==> src/rtl/rs232_resp_pkg.sv <==
// Shared types and constants for the RS-232 register responder.
package rs232_resp_pkg;

  localparam int unsigned BYTE_W              = 8;
  localparam int unsigned IDX_W               = 7;
  localparam int unsigned READ_FLAG           = 7;
  localparam int unsigned TIMEOUT_CYC_DEFAULT = 500000;

  typedef enum logic [1:0] {
    IDLE      = 2'd0,
    GET_DATA  = 2'd1,
    SEND_ADDR = 2'd2,
    SEND_DATA = 2'd3
  } resp_state_e;

  // Address byte of a frame: read flag on top, register index below.
  typedef struct packed {
    logic             rd;
    logic [IDX_W-1:0] idx;
  } addr_byte_t;

endpackage

==> src/rtl/rs232_resp_timeout.sv <==
// Inter-byte timeout counter: counts while running, clears on request,
// flags expiry combinationally on the last counted cycle.
module rs232_resp_timeout
  import rs232_resp_pkg::*;
#(
  parameter int unsigned TIMEOUT_CYC = TIMEOUT_CYC_DEFAULT
) (
  input  logic clk,
  input  logic rst_n,
  input  logic run_i,
  input  logic clear_i,
  output logic expire_c
);

  localparam int unsigned CNT_W = (TIMEOUT_CYC > 1) ? $clog2(TIMEOUT_CYC) : 1;

  logic [CNT_W-1:0] cnt_q, cnt_d;

  assign expire_c = run_i && (cnt_q == CNT_W'(TIMEOUT_CYC - 1));

  // Next count: clear wins, otherwise advance while running, holding at expiry.
  always_comb begin
    cnt_d = cnt_q;
    if (clear_i) begin
      cnt_d = '0;
    end else if (run_i && !expire_c) begin
      cnt_d = cnt_q + CNT_W'(1);
    end
  end

  // Counter register.
  always_ff @(posedge clk or negedge rst_n) begin
    if (!rst_n) begin
      cnt_q <= '0;
    end else begin
      cnt_q <= cnt_d;
    end
  end

endmodule

==> src/rtl/rs232_reg_responder.sv <==
// Register-bank responder behind a byte UART: address byte (bit7 = read),
// optional data byte, then echoes address and data/readback byte.
// Optional inter-byte timeout in GET_DATA: define RESP_TIMEOUT_EN.
module rs232_reg_responder
  import rs232_resp_pkg::*;
#(
  parameter int unsigned NREGS       = 16,
  parameter int unsigned TIMEOUT_CYC = TIMEOUT_CYC_DEFAULT
) (
  input  logic                CLK_50MHZ,
  input  logic                RST,
  input  logic                RX_VALID,
  input  logic [BYTE_W-1:0]   RX_DATA,
  output logic                TX_VALID,
  output logic [BYTE_W-1:0]   TX_DATA,
  input  logic                TX_READY,
  output logic [NREGS*8-1:0]  REGS,
  output logic                BUSY,
  output logic                DROP
);

  resp_state_e       state_q, state_d;
  addr_byte_t        addr_q, addr_d;
  logic [BYTE_W-1:0] resp_q, resp_d;
  logic              tx_valid_q, tx_valid_d;
  logic [BYTE_W-1:0] tx_data_q, tx_data_d;
  logic              busy_q, busy_d;
  logic [BYTE_W-1:0] regs_q [NREGS];
  logic [BYTE_W-1:0] rd_byte_c;
  logic              wr_en_c;
  logic              drop_c;
  logic              expire_c;

`ifdef RESP_TIMEOUT_EN
  rs232_resp_timeout #(
    .TIMEOUT_CYC (TIMEOUT_CYC)
  ) u_timeout (
    .clk      (CLK_50MHZ),
    .rst_n    (RST),
    .run_i    (state_q == GET_DATA),
    .clear_i  (state_q != GET_DATA),
    .expire_c (expire_c)
  );
`else
  // GET_DATA waits forever; the timeout parameter has no consumer here.
  logic unused_timeout_cfg;
  assign unused_timeout_cfg = ^TIMEOUT_CYC;
  assign expire_c           = 1'b0;
`endif

  // Readback mux; indices outside the bank read as zero.
  always_comb begin
    rd_byte_c = '0;
    for (int i = 0; i < NREGS; i++) begin
      if (RX_DATA[IDX_W-1:0] == IDX_W'(i)) begin
        rd_byte_c = regs_q[i];
      end
    end
  end

  // Next-state and registered-output decode.
  always_comb begin
    state_d    = state_q;
    addr_d     = addr_q;
    resp_d     = resp_q;
    wr_en_c    = 1'b0;
    drop_c     = 1'b0;
    tx_valid_d = 1'b0;
    tx_data_d  = '0;
    busy_d     = 1'b0;

    unique case (state_q)
      IDLE: begin
        if (RX_VALID) begin
          addr_d = addr_byte_t'(RX_DATA);
          if (RX_DATA[READ_FLAG]) begin
            resp_d  = rd_byte_c;
            state_d = SEND_ADDR;
          end else begin
            state_d = GET_DATA;
          end
        end
      end
      GET_DATA: begin
        if (RX_VALID) begin
          resp_d  = RX_DATA;
          wr_en_c = 1'b1;
          state_d = SEND_ADDR;
        end else if (expire_c) begin
          state_d = IDLE;
        end
      end
      SEND_ADDR: begin
        drop_c = RX_VALID;
        if (TX_READY && tx_valid_q) begin
          state_d = SEND_DATA;
        end
      end
      SEND_DATA: begin
        drop_c = RX_VALID;
        if (TX_READY && tx_valid_q) begin
          state_d = IDLE;
        end
      end
      default: state_d = IDLE;
    endcase

    busy_d = (state_d != IDLE);
    unique case (state_d)
      SEND_ADDR: begin
        tx_valid_d = 1'b1;
        tx_data_d  = addr_d;
      end
      SEND_DATA: begin
        tx_valid_d = 1'b1;
        tx_data_d  = resp_d;
      end
      default: begin
        tx_valid_d = 1'b0;
        tx_data_d  = '0;
      end
    endcase
  end

  // State and frame registers.
  always_ff @(posedge CLK_50MHZ or negedge RST) begin
    if (!RST) begin
      state_q    <= IDLE;
      addr_q     <= '0;
      resp_q     <= '0;
      tx_valid_q <= 1'b0;
      tx_data_q  <= '0;
      busy_q     <= 1'b0;
    end else begin
      state_q    <= state_d;
      addr_q     <= addr_d;
      resp_q     <= resp_d;
      tx_valid_q <= tx_valid_d;
      tx_data_q  <= tx_data_d;
      busy_q     <= busy_d;
    end
  end

  // Register bank; writes to indices outside the bank match no entry.
  always_ff @(posedge CLK_50MHZ or negedge RST) begin
    if (!RST) begin
      for (int i = 0; i < NREGS; i++) begin
        regs_q[i] <= '0;
      end
    end else begin
      for (int i = 0; i < NREGS; i++) begin
        if (wr_en_c && (addr_q.idx == IDX_W'(i))) begin
          regs_q[i] <= RX_DATA;
        end
      end
    end
  end

  for (genvar g = 0; g < NREGS; g++) begin : g_regs_flat
    assign REGS[g*8 +: 8] = regs_q[g];
  end

  assign TX_VALID = tx_valid_q;
  assign TX_DATA  = tx_data_q;
  assign BUSY     = busy_q;
  assign DROP     = drop_c;

endmodule

==> config.mk <==
export PLATFORM = sky130hd
export DESIGN_NAME = rs232_reg_responder
export DESIGN_NICKNAME = d
export VERILOG_FILES = /design/src/rtl/rs232_resp_pkg.sv /design/src/rtl/rs232_resp_timeout.sv /design/src/rtl/rs232_reg_responder.sv
export SDC_FILE = /design/constraint.sdc
export NUM_CORES = 1
export LEC_CHECK = 0
export ABC_AREA = 1
export BUFFER_PORTS_ARGS = -buffer_cell sky130_fd_sc_hd__buf_2
export CAP_MARGIN = 0
export CORE_UTILIZATION = 55
export DETAILED_ROUTE_END_ITERATION = 8
export PLACE_DENSITY = 0.81
export SLEW_MARGIN = 20
export SYNTH_ARGS = -nofsm -noshare
export SYNTH_HDL_FRONTEND = slang
export SYNTH_SLANG_ARGS = --single-unit
export TNS_END_PERCENT = 1
==> constraint.sdc <==
create_clock -name CLK_50MHZ -period 4.3 [get_ports CLK_50MHZ]
set_input_delay 1.29 -clock CLK_50MHZ [delete_from_list [all_inputs] [get_ports CLK_50MHZ]]
set_output_delay 1.29 -clock CLK_50MHZ [all_outputs]
set_load 0.1 [all_outputs]
# [Yosys cells after proc, flatten, opt, wreduce, memory -nomap -nowiden]
# Cells that the tools add are included.
[classes] eq_ne=35 n_mul=0 bitwise=0 n_div=0 magnitude_cmp=0 shifts=0 reduce_logical=23 addsub=0 n_mux=33
[op_table] operator="$mux 8" count=21
[op_table] operator="$eq 7x4->1 const B" count=16
[op_table] operator="$eq 7x3->1 const B" count=8
[op_table] operator="$pmux 8 s2" count=2
[op_table] operator="$eq 7x2->1 const B" count=4
[op_table] operator="$logic_and 1x1->1" count=17
[op_table] operator="$eq 7x1->1 const B" count=2
[op_table] operator="$logic_not 7->1" count=2
[op_table] operator="$mux 2" count=5
[op_table] operator="$eq 2x2->1 const B" count=4
[op_table] operator="$pmux 2 s4" count=1
[op_table] operator="$mux 1" count=4
[op_table] operator="$reduce_or 2->1" count=2
[op_table] operator="$eq 2x1->1 const B" count=1
[op_table] operator="$logic_not 2->1" count=1
[op_table] operator="$reduce_bool 2->1" count=1
[totals] latch_bits=0 n_memories=0 word_cells=114 ramBits=0 rom_bits=0 out_inout_bits=139 ff_bits=156

# [Logic depth before layout (Yosys ltp)]
# Gate-level depths: netlist (run 1).
[depth] depth_word=21 depth_mapped=20 ltp_nobuf=19

# [Least setup slack after synthesis (run 1)]
# OpenSTA, ideal clock, no wires.
[synth_timing] path_kind="input -> output" startpoint="in RX_VALID" endpoint="out DROP" cell_stages=2 n_path_buf=0 arrival_ns=1.912 slack_ns=1.098 required_ns=3.010 cell_sequence="nand2_1 > inv_1"
[synth_via] elab_chain_cells=1
[synth_lines] item="from (decl)" line="rs232_reg_responder.sv:12" rtl="input logic RX_VALID,"
[synth_lines] item="$mux 1" line="rs232_reg_responder.sv:72" rtl="unique case (state_q)"
[synth_lines] item="to (decl)" line="rs232_reg_responder.sv:19" rtl="output logic DROP"
# Every way passes these cells.

# [Worst setup path after layout (run 1)]
[layout_timing] startpoint="in RX_DATA[6]" endpoint="reg tx_data_q[0] (netlist: TX_DATA[0])"
[layout_via] elab_chain_cells=21 word_cells_on_any_way=36
[layout_lines] item="from (decl)" line="rs232_reg_responder.sv:13" rtl="input logic [BYTE_W-1:0] RX_DATA,"
[layout_lines] item="$logic_not 7->1" line="rs232_reg_responder.sv:55" rtl="if (RX_DATA[IDX_W-1:0] == IDX_W'(i)) begin"
[layout_lines] item="$mux 8 (15 in series)" line="rs232_reg_responder.sv:55"
[layout_lines] item="$mux 8 *" line="rs232_reg_responder.sv:55"
[layout_lines] item="$mux 8 *" line="rs232_reg_responder.sv:76" rtl="if (RX_DATA[READ_FLAG]) begin"
[layout_lines] item="$mux 8 *" line="rs232_reg_responder.sv:74" rtl="if (RX_VALID) begin"
[layout_lines] item="$pmux 8 s2 *" line="rs232_reg_responder.sv:72"
[layout_lines] item="net resp_d[0]" line="rs232_reg_responder.sv:24" rtl="logic [BYTE_W-1:0] resp_q, resp_d;"
[layout_lines] item="$pmux 8 s2 *" line="rs232_reg_responder.sv:109" rtl="unique case (state_d)"
[layout_lines] item="net tx_data_d[0]" line="rs232_reg_responder.sv:26" rtl="logic [BYTE_W-1:0] tx_data_q, tx_data_d;"
[layout_lines] item="to (signal assigned)" line="rs232_reg_responder.sv:139" rtl="tx_data_q <= tx_data_d;"
[layout_lines] item="to (decl)" line="rs232_reg_responder.sv:26"
# Mark *: on every way through the listed nets, which the timed path passes. The rest lies on a longest branch.
# A chain may end at the register's enable or synchronous reset.

==> insert_results.sql, run 1 <==
INSERT INTO impl_metrics (metric_group, metric, value, unit) VALUES
('setup_path', 'timing.critical_path.slowest_stage_cell', 'inv_2', ''),
('synth', 'synth.lib_cells_used.distinct', '27', ''),
('synth', 'postSynthNetCount', '873', ''),
('setup_path', 'critical_path.reg2reg.startpoint', 'addr_q[6]', ''),
('die', 'floorplan.die.height', '115', 'um'),
('synth', 'post_synthesis_area_per_instance', '8.22', 'um^2'),
('synth', 'post_synth_main_area_contributors', 'dfrtp_1, nand2_1, o21ai_0', ''),
('setup_path', 'crit_top_cell', 'nand2_1', ''),
('grt', 'vias_in_the_first_global_route', '5928', ''),
('die', 'die_width', '115', 'um'),
('synth', 'ys_ff_latch', '156', ''),
('setup_path', 'crit_required', '4620', 'ps'),
('flow_run', 'cap_viol_max_count', '0', ''),
('detailed_routing', 'routed_vias_inst', '5.64', ''),
('detailed_routing', 'dr_total_vias', '6708', ''),
('power_and_ir_drop', 'cellInternalPower', '3.20', 'mW'),
('synth', 'yosys.cell_count.top_type', 'nand2_1', ''),
('grt', 'number_of_antenna_violations_at_the_first_check_in_global_routing', '0', ''),
('clock_network', 'post_cts_hold_buffer_count', '0', ''),
('synth', 'main_combinational_cell_family_by_area_after_synthesis', 'simple AND/OR/NAND/NOR gates', ''),
('clock_network', 'cts_post_setup_buffers_inserted', '0', ''),
('die', 'rows', '41', ''),
('timing', 'unrepaired_setup_endpoints_after_global_routing', 'false', ''),
('timing', 'finalSetupTns', '0', 'ps'),
('synth', 'post_synth_mux_area_share', '0', ''),
('timing', 'clock_skew', '6.72', 'ps'),
('synth', 'ys_async_sr_fraction', '1.00', ''),
('setup_path', 'crit_path_start_kind', 'primary input', ''),
('clock_network', 'cts.root.buffer_cell', 'clkbuf_16', ''),
('synth', 'number_of_synthesized_flops_with_an_enable_pin', '0', ''),
('die', 'initial_utilization', '0.563', ''),
('setup_path', 'critical_path_maximum_fanout', '18', ''),
('timing', 'min_period', '3410', 'ps'),
('power_and_ir_drop', 'power_frac_clock', '0.204', ''),
('clock_network', 'cts-buffers-inserted', '17', ''),
('synth', 'fraction_of_the_mapped_netlist_area_in_compound_gates', '0.120', ''),
('run_status', 'run_status', 'completed', ''),
('timing', 'timing.final.max_slew_violations', '0', ''),
('synth', 'synth-adder-area-share', '0', ''),
('detailed_routing', 'wl', '21100', 'um'),
('place', 'placedInstanceArea', '7970', 'um^2'),
('grt', 'grt_max_degree', '89', ''),
('detailed_routing', 'detail-route-antenna-nets', '0', ''),
('clock_network', 'clock_insertion_delay_worst_skew', '430', 'ps'),
('timing', 'slew_headroom', '0.409', ''),
('grt', 'overflow', '0', ''),
('power_and_ir_drop', 'leakage', '4.38', 'nW'),
('synth', 'synth.yosys.seq_area_share', '0.552', ''),
('detailed_routing', 'wl_per_cell', '17.8', 'um'),
('synth', 'mappedNetlistArea', '7070', 'um^2'),
('clock_network', 'clock_tree.buffer_depth', '2', ''),
('power_and_ir_drop', 'power.ir.vdd_worst', '521', 'uV'),
('clock_network', 'tritoncts_clock_tree', 'done', ''),
('synth', 'post_synth_and_or_nand_nor_area_fraction', '0.277', ''),
('setup_path', 'cpPeakStageDelay', '400', 'ps'),
('timing', 'finalSetupViolations', '0', ''),
('grt', 'global_route_wire_length_before_repair', '32200', 'um'),
('synth', 'yosysWarningCount', '0', ''),
('synth', 'post_synthesis_share_of_cell_area_spent_on_xor_and_xnor_gates', '0', ''),
('place', 'numPortBuffers', '150', ''),
('setup_path', 'worstSetupPathType', 'in -> reg', ''),
('place', 'globalplace.congestion', '0.935', ''),
('setup_path', 'timing.critical_path.from', 'RX_DATA[6]', ''),
('die', 'coreArea', '12600', 'um^2'),
('layout', 'drive_above_1_share', '0.219', ''),
('setup_path', 'critPathCaptureType', 'flip-flop', ''),
('grt', 'grt_use_total', '0.331', ''),
('power_and_ir_drop', 'flop_pwr_share', '0.310', ''),
('timing', 'min_period_over_period', '0.794', ''),
('clock_network', 'cts.reportedPaths.clkPinSlew', '60', 'ps'),
('detailed_routing', 'post-route-drc-count', '0', '');
-- area by class of cell --
cell class	count	area [um^2]	share of cell area
multi-input combinational	610	2810	0.329
clock buffer	22	464	0.0545
inverter	68	255	0.0299
tap	172	215	0.0252
clock inverter	9	95.1	0.0112
sequential	156	3900	0.458
timing repair buffer	152	785	0.0920
-- worst paths after layout --
check | endpoint | cells after the start
setup / recovery | TX_DATA[0] | 18
hold / removal | addr_q[7] | 2
setup reg to reg | REGS[73] | 5
hold reg to reg | addr_q[7] | 2
max in group asynchronous | REGS[22] | 2
min in group asynchronous | REGS[86] | 1
-- cells by family (layout without fill, tap and decap cells) --
logic type | Yosys count | after routing
compound gates | 165 | 165
flops | 156 | 156
simple gates | 445 | 445
buf+inv | 95 | 251
-- through the flow --
| stage | power (mW) | setup slack [ps] | std cells |
|---|---|---|---|
| global placement | 5.62 | 584 | 1158 |
| global route | 7.37 | 738 | 1189 |
| finish | 7.12 | 887 | 1189 |
| floorplan | 5.00 | 1100 | 861 |
| CTS | 7.10 | 995 | 1189 |
| detailed placement | 5.66 | 554 | 1158 |
-- metal layers --
metal	routed length, um	vias to the layer above	global-route usage
li1	-	3087	-
met1	9030	3150	0.467
met2	9680	418	0.507
met3	1910	53	0.0664
met4	533	0	0.128
met5	0	-	0
-- flip-flops by register name, indices dropped and copies added, names as in the netlist --
| signal | cells |
|---|---|
| BUSY | 1 |
| REGS | 128 |
| TX_DATA | 8 |
| TX_VALID | 1 |
| addr_q | 8 |
| resp_q | 8 |
| state_q | 2 |
-- layout by cell type, fill, tap and decap left out, types with 7 or more instances in the layout --
master	netlist	routed
nand3_1	32	32
buf_2	0	149
o21ai_1	16	16
or2_0	7	7
inv_1	57	57
inv_2	11	11
clkbuf_16	0	17
a21oi_1	16	16
nand2_1	293	293
o21ai_0	124	124
nand4_1	19	19
nor2_4	7	7
dfrtp_1	156	156
nor2_1	53	53
clkinv_2	0	7
nand2_2	8	8
-- power by group through the flow --
| stage | combinational (mW) | clock (mW) | sequential (mW) |
|---|---|---|---|
| 2_1_floorplan | 0.607 | 0 | 4.39 |
| 3_3_place_gp | 3.41 | 0 | 2.22 |
| 3_5_place_dp | 3.45 | 0 | 2.21 |
| 4_1_cts | 3.46 | 1.45 | 2.19 |
| 5_1_grt | 3.61 | 1.51 | 2.24 |
| 6_report | 3.46 | 1.45 | 2.21 |
-- worst max-delay path: cells and delay by family --
kind / cells / cell delay [ps]
simple gates: 15 / 1820
buf+inv: 3 / 610
Note: power is estimated with default switching activity, not from simulation.
==> run 2, diff against run 1 <==
clock period = 3.2 ns   (was 4.3 ns; I/O delays follow)
==> run 2 against run 1 <==
Clock skew up 1.7 ps. Count of clock-buffer cells in the layout down 1. Critical path type unchanged. Cell area up 1.4%.
==> insert_results.sql, run 2 (synthesized netlist as in run 1, its figures left out) <==
INSERT INTO impl_metrics (metric_group, metric, value, unit) VALUES
('run_status', 'run_status', 'completed', ''),
('clock_network', 'cts_num_sinks', '156', ''),
('setup_path', 'critPathArrivalTime', '3050', 'ps'),
('clock_network', 'tritoncts_clock_tree', 'done', ''),
('flow_run', 'cap_viol_max_count', '0', ''),
('clock_network', 'cts_post_setup_buffers_inserted', '0', ''),
('setup_path', 'worstSetupPathType', 'in -> reg', ''),
('timing', 'clock_skew', '8.43', 'ps'),
('setup_path', 'cp_top_family', 'simple AND/OR/NAND/NOR gates', ''),
('hold_path', 'min_path_type', 'reg -> reg', ''),
('place', 'placedInstanceArea', '8100', 'um^2'),
('grt', 'number_of_antenna_violations_at_the_first_check_in_global_routing', '0', ''),
('setup_path', 'crit_top_cell', 'nand2_1', ''),
('layout', 'layout.cell_area.non_filler', '8640', 'um^2'),
('layout', 'layout_commonest_cell', 'nand2_1', ''),
('setup_path', 'critPathBufInv', '2', ''),
('layout', 'mostFrequentLayoutCells', 'nand2_1, dfrtp_1, buf_2', ''),
('timing', 'finalSetupViolations', '0', ''),
('die', 'initial_utilization', '0.563', ''),
('grt', 'global_route_wire_length_before_repair', '32800', 'um'),
('die', 'die-area', '13300', 'um^2'),
('timing', 'unrepaired_setup_endpoints_after_global_routing', 'false', ''),
('die', 'die_width', '115', 'um'),
('clock_network', 'cts-buffers-inserted', '17', ''),
('setup_path', 'cpPeakStageDelay', '270', 'ps'),
('layout', 'drive_above_1_share', '0.233', ''),
('layout', 'final_util', '0.688', ''),
('detailed_routing', 'wl', '21500', 'um'),
('layout', 'num-nets-final', '1035', ''),
('power_and_ir_drop', 'leakage', '4.44', 'nW'),
('power_and_ir_drop', 'power_per_cell_area', '1110', 'nW/um^2'),
('setup_path', 'critical_path_cell_list', 'buf_2, inv_2, nand2_2, nor2_1, nand3_1, nand3_1, nor2_1, nand4_1, nor2_1, nand4_1, nor3_1, nand4_1, nand2_1, nand2_1, nand2_1, nand2_1', ''),
('timing', 'timing.final.max_slew_violations', '0', ''),
('layout', 'fillers', '986', ''),
('die', 'rows', '41', ''),
('clock_network', 'clock_tree.buffer_depth', '2', ''),
('setup_path', 'critPathCaptureType', 'flip-flop', ''),
('setup_path', 'critical_path_maximum_fanout', '10', ''),
('layout', 'antennaDiodeCount', '0', ''),
('timing', 'finalHoldViolCount', '0', ''),
('power_and_ir_drop', 'fin_total_pwr', '9.58', 'mW'),
('clock_network', 'post_cts_hold_buffer_count', '0', ''),
('die', 'floorplan.die.height', '115', 'um'),
('detailed_routing', 'wl_per_cell', '17.8', 'um'),
('place', 'hpwlAfterDp', '15200', 'um'),
('detailed_routing', 'post-route-drc-count', '0', ''),
('layout', 'synthToLayoutAreaGrowth', '22.2', '%'),
('timing', 'min_period_over_period', '0.854', ''),
('clock_network', 'clock_insertion_delay_worst_skew', '430', 'ps'),
('grt', 'grt_max_degree', '74', ''),
('setup_path', 'crit_path_start_kind', 'primary input', ''),
('layout', 'number_of_flip_flops_in_the_largest_register', '128', ''),
('timing', 'min_period', '2730', 'ps'),
('timing', 'layout_setup_ws', '466', 'ps'),
('timing', 'slew_headroom', '0.419', ''),
('die', 'ioPinCount', '151', ''),
('clock_network', 'post_cts_resized', '0', ''),
('place', 'globalplace.congestion', '0.945', ''),
('setup_path', 'r2r_cells', '7', ''),
('detailed_routing', 'routed_vias_inst', '5.58', ''),
('hold_path', 'hold_path_depth', '2', ''),
('power_and_ir_drop', 'power.ir.vdd_worst', '799', 'uV'),
('detailed_routing', 'drt_iter0_drc', '759', ''),
('setup_path', 'crit_required', '3520', 'ps'),
('detailed_routing', 'drt_pass1_iterations', '5', ''),
('detailed_routing', 'detail-route-antenna-nets', '0', ''),
('timing', 'finalSetupTns', '0', 'ps'),
('grt', 'overflow', '0', ''),
('grt', 'vias_in_the_first_global_route', '5989', ''),
('place', 'detailedPlace.worstSlack', '137', 'ps'),
('clock_network', 'cts.root.buffer_cell', 'clkbuf_16', ''),
('grt', 'grt_use_total', '0.339', ''),
('clock_network', 'cts.reportedPaths.clkPinSlew', '60', 'ps'),
('detailed_routing', 'dr_total_vias', '6735', ''),
('setup_path', 'cp_num_cells', '16', ''),
('timing', 'worstMarginPinSlew', '868', 'ps'),
('timing', 'fmax', '366', 'MHz'),
('setup_path', 'timing.critical_path.slowest_stage_cell', 'nor3_1', ''),
('die', 'coreArea', '12600', 'um^2'),
('clock_network', 'h-tree-depth', '4', ''),
('place', 'numPortBuffers', '150', '');
[run 2: per-layer routing]
metal	global-route usage	vias up	part of all wire
met2	0.507	404	0.45
met1	0.476	3162	0.42
met5	0	-	0
met4	0.139	0	0.028
met3	0.0842	55	0.10
li1	-	3114	-
[run 2: path summary, 6_finish.rpt]
kind                            start    endpoint  slack, ps
min in group asynchronous         RST    REGS[75]        550
setup / recovery           RX_DATA[1]  TX_DATA[5]        470
hold / removal              resp_q[4]   resp_q[4]        500
setup reg to reg           state_q[1]     REGS[1]       1000
hold reg to reg             resp_q[4]   resp_q[4]        500
max in group asynchronous         RST    REGS[43]       1880
[run 2: worst min-delay path, cell delays in order, from the launching register on]
cell,delay [ps]
dfrtp_1,320
a22oi_1,70
nand2_1,80
[run 2: final cells by class]
| type | count | area, um^2 | share of cell area |
|---|---|---|---|
| sequential | 156 | 3900 | 0.452 |
| clock inverter | 10 | 93.8 | 0.0109 |
| inverter | 68 | 255 | 0.0295 |
| multi-input combinational | 610 | 2810 | 0.325 |
| tap | 172 | 215 | 0.0249 |
| timing repair buffer | 170 | 920 | 0.106 |
| clock buffer | 21 | 450 | 0.0521 |
[run 2: power breakdown]
part | total, mW | internal (mW) | switching (mW) | leakage, nW
Clock | 1.88 | 1.08 | 0.793 | 0.259
Sequential | 3.00 | 2.51 | 0.494 | 2.13
Combinational | 4.70 | 0.651 | 4.05 | 2.06
[run 2: stage by stage]
step,hold WS (ps),instances
floorplan,465,861
global placement,488,1176
detailed placement,490,1176
CTS,505,1207
global route,542,1207
finish,503,1207
==> run 3, diff against run 2 <==
PLACE_DENSITY = 0.83   (was 0.81)
==> run 3 against run 2 <==
Global-route usage increased by 0.40 points. Non-clock buffer count increased by 1. Utilization increased by 0.30 points. Critical path depth unchanged. Maximum frequency decreased by 2.7%. Count of clock-buffer cells in the layout decreased by 3. Register-to-register slack about the same.
==> insert_results.sql, run 3 (synthesized netlist as in run 1, its figures left out) <==
INSERT INTO impl_metrics (metric_group, metric, value, unit) VALUES
('power_and_ir_drop', 'power_per_cell_area', '1110', 'nW/um^2'),
('hold_path', 'min_path_type', 'in -> async', ''),
('timing', 'worstMarginPinSlew', '811', 'ps'),
('layout', 'synthToLayoutAreaGrowth', '22.7', '%'),
('clock_network', 'tritoncts_clock_tree', 'done', ''),
('setup_path', 'critPathCaptureType', 'flip-flop', ''),
('die', 'ioPinCount', '151', ''),
('timing', 'layout_setup_ws', '392', 'ps'),
('place', 'numPortBuffers', '150', ''),
('timing', 'clock_skew', '7.96', 'ps'),
('clock_network', 'cts.reportedPaths.clkPinSlew', '60', 'ps'),
('grt', 'grt_use_total', '0.343', ''),
('layout', 'fillers', '978', ''),
('timing', 'fmax', '356', 'MHz'),
('clock_network', 'post_cts_resized', '0', ''),
('grt', 'global_route_wire_length_before_repair', '33400', 'um'),
('run_status', 'run_status', 'completed', ''),
('die', 'die_width', '115', 'um'),
('flow_run', 'cap_viol_max_count', '0', ''),
('place', 'globalplace.congestion', '0.963', ''),
('clock_network', 'h-tree-depth', '4', ''),
('place', 'hpwlAfterDp', '15600', 'um'),
('setup_path', 'critPathArrivalTime', '3130', 'ps'),
('grt', 'grt_max_degree', '62', ''),
('die', 'initial_utilization', '0.563', ''),
('setup_path', 'crit_required', '3520', 'ps'),
('clock_network', 'cts_num_sinks', '156', ''),
('grt', 'vias_in_the_first_global_route', '6198', ''),
('setup_path', 'worstSetupPathType', 'in -> reg', ''),
('detailed_routing', 'dr_total_vias', '6833', ''),
('layout', 'num-nets-final', '1036', ''),
('die', 'die-area', '13300', 'um^2'),
('layout', 'layout_commonest_cell', 'nand2_1', ''),
('power_and_ir_drop', 'power.ir.vdd_worst', '779', 'uV'),
('timing', 'finalHoldViolCount', '0', ''),
('timing', 'min_period', '2810', 'ps'),
('place', 'detailedPlace.worstSlack', '129', 'ps'),
('die', 'floorplan.die.height', '115', 'um'),
('grt', 'overflow', '0', ''),
('layout', 'mostFrequentLayoutCells', 'nand2_1, dfrtp_1, buf_2', ''),
('die', 'rows', '41', ''),
('clock_network', 'cts-buffers-inserted', '17', ''),
('clock_network', 'clock_tree.buffer_depth', '2', ''),
('detailed_routing', 'drt_iter0_drc', '777', ''),
('layout', 'drive_above_1_share', '0.237', ''),
('timing', 'worst_hold_slack', '427', 'ps'),
('setup_path', 'critical_path_maximum_fanout', '10', ''),
('timing', 'timing.final.max_slew_violations', '0', ''),
('die', 'coreArea', '12600', 'um^2'),
('clock_network', 'clock_insertion_delay_worst_skew', '430', 'ps'),
('timing', 'slew_headroom', '0.457', ''),
('timing', 'finalSetupViolations', '0', ''),
('layout', 'final_util', '0.691', ''),
('timing', 'finalSetupTns', '0', 'ps'),
('detailed_routing', 'wl_per_cell', '17.9', 'um'),
('layout', 'finish.cell_count_without_fillers', '1209', ''),
('layout', 'antennaDiodeCount', '0', ''),
('detailed_routing', 'detail-route-antenna-nets', '0', ''),
('power_and_ir_drop', 'fin_total_pwr', '9.65', 'mW'),
('layout', 'number_of_flip_flops_in_the_largest_register', '128', ''),
('detailed_routing', 'drt_pass1_iterations', '5', ''),
('clock_network', 'post_cts_hold_buffer_count', '0', ''),
('power_and_ir_drop', 'leakage', '4.46', 'nW'),
('detailed_routing', 'post-route-drc-count', '0', ''),
('detailed_routing', 'routed_vias_inst', '5.65', ''),
('place', 'placed_cells', '1177', ''),
('setup_path', 'crit_path_start_kind', 'primary input', ''),
('grt', 'number_of_antenna_violations_at_the_first_check_in_global_routing', '0', ''),
('timing', 'unrepaired_setup_endpoints_after_global_routing', 'false', ''),
('layout', 'layout.cell_area.non_filler', '8680', 'um^2'),
('timing', 'min_period_over_period', '0.878', ''),
('clock_network', 'cts.root.buffer_cell', 'clkbuf_16', ''),
('place', 'placedInstanceArea', '8110', 'um^2'),
('clock_network', 'cts_post_setup_buffers_inserted', '0', ''),
('detailed_routing', 'wl', '21600', 'um');
-- run 3: cell types whose count changed in the layout (fill, tap and decap cells not counted) --
cell	delta
clkinvlp_4	+1
inv_6	+3
clkinv_4	+2
clkbuf_1	-3
clkinv_2	-2
buf_4	+1
-- run 3: cell type report --
cell class | count | area, um^2 | area share
repair buffers | 171 | 927 | 0.107
clock inverters | 14 | 135 | 0.0156
clock buffers | 18 | 439 | 0.0506
well taps | 172 | 215 | 0.0248
inverters | 68 | 255 | 0.0294
multi-input cells | 610 | 2810 | 0.323
flip-flops and latches | 156 | 3900 | 0.450
-- run 3: critical path, cell delays in order --
cell and delay [ps]:
buf_2 170, inv_2 130, nand2_2 170, nor2_1 120
nand3_1 90, nand3_1 80, nor2_1 170, nand4_1 150
nor2_1 130, nand4_1 150, nor3_1 310, nand4_1 140
nand2_1 80, nand2_1 110, nand2_1 90, nand2_1 60
-- run 3: final timing paths --
path                            startpoint         end  slack (ps)  cells past startpoint
worst max register to register  state_q[1]    REGS[28]        1010                      7
worst min register to register   resp_q[6]   resp_q[6]         510                      2
worst max-delay path            RX_DATA[1]  TX_DATA[5]         390                     16
max in group asynchronous              RST    REGS[39]        2050                      2
min in group CLK_50MHZ           resp_q[6]   resp_q[6]         510                      2
worst min-delay path                   RST    REGS[72]         430                      1
-- run 3: routing by layer --
| metal | GRT usage | wire length, um | share of wire | vias to the layer above |
|---|---|---|---|---|
| met1 | 0.464 | 8640 | 0.40 | 3151 |
| li1 | - | - | - | 3134 |
| met2 | 0.515 | 9730 | 0.45 | 473 |
| met5 | 0.0185 | 0 | 0 | - |
| met3 | 0.0868 | 2430 | 0.11 | 75 |
| met4 | 0.171 | 830 | 0.038 | 0 |
-- run 3: report_power, final --
group | total [mW] | switching [mW] | internal (mW) | leakage (nW)
Clock | 1.95 | 0.849 | 1.10 | 0.270
Sequential | 2.99 | 0.486 | 2.50 | 2.13
Combinational | 4.71 | 4.05 | 0.652 | 2.06
Total | 9.65 | 5.39 | 4.26 | 4.46
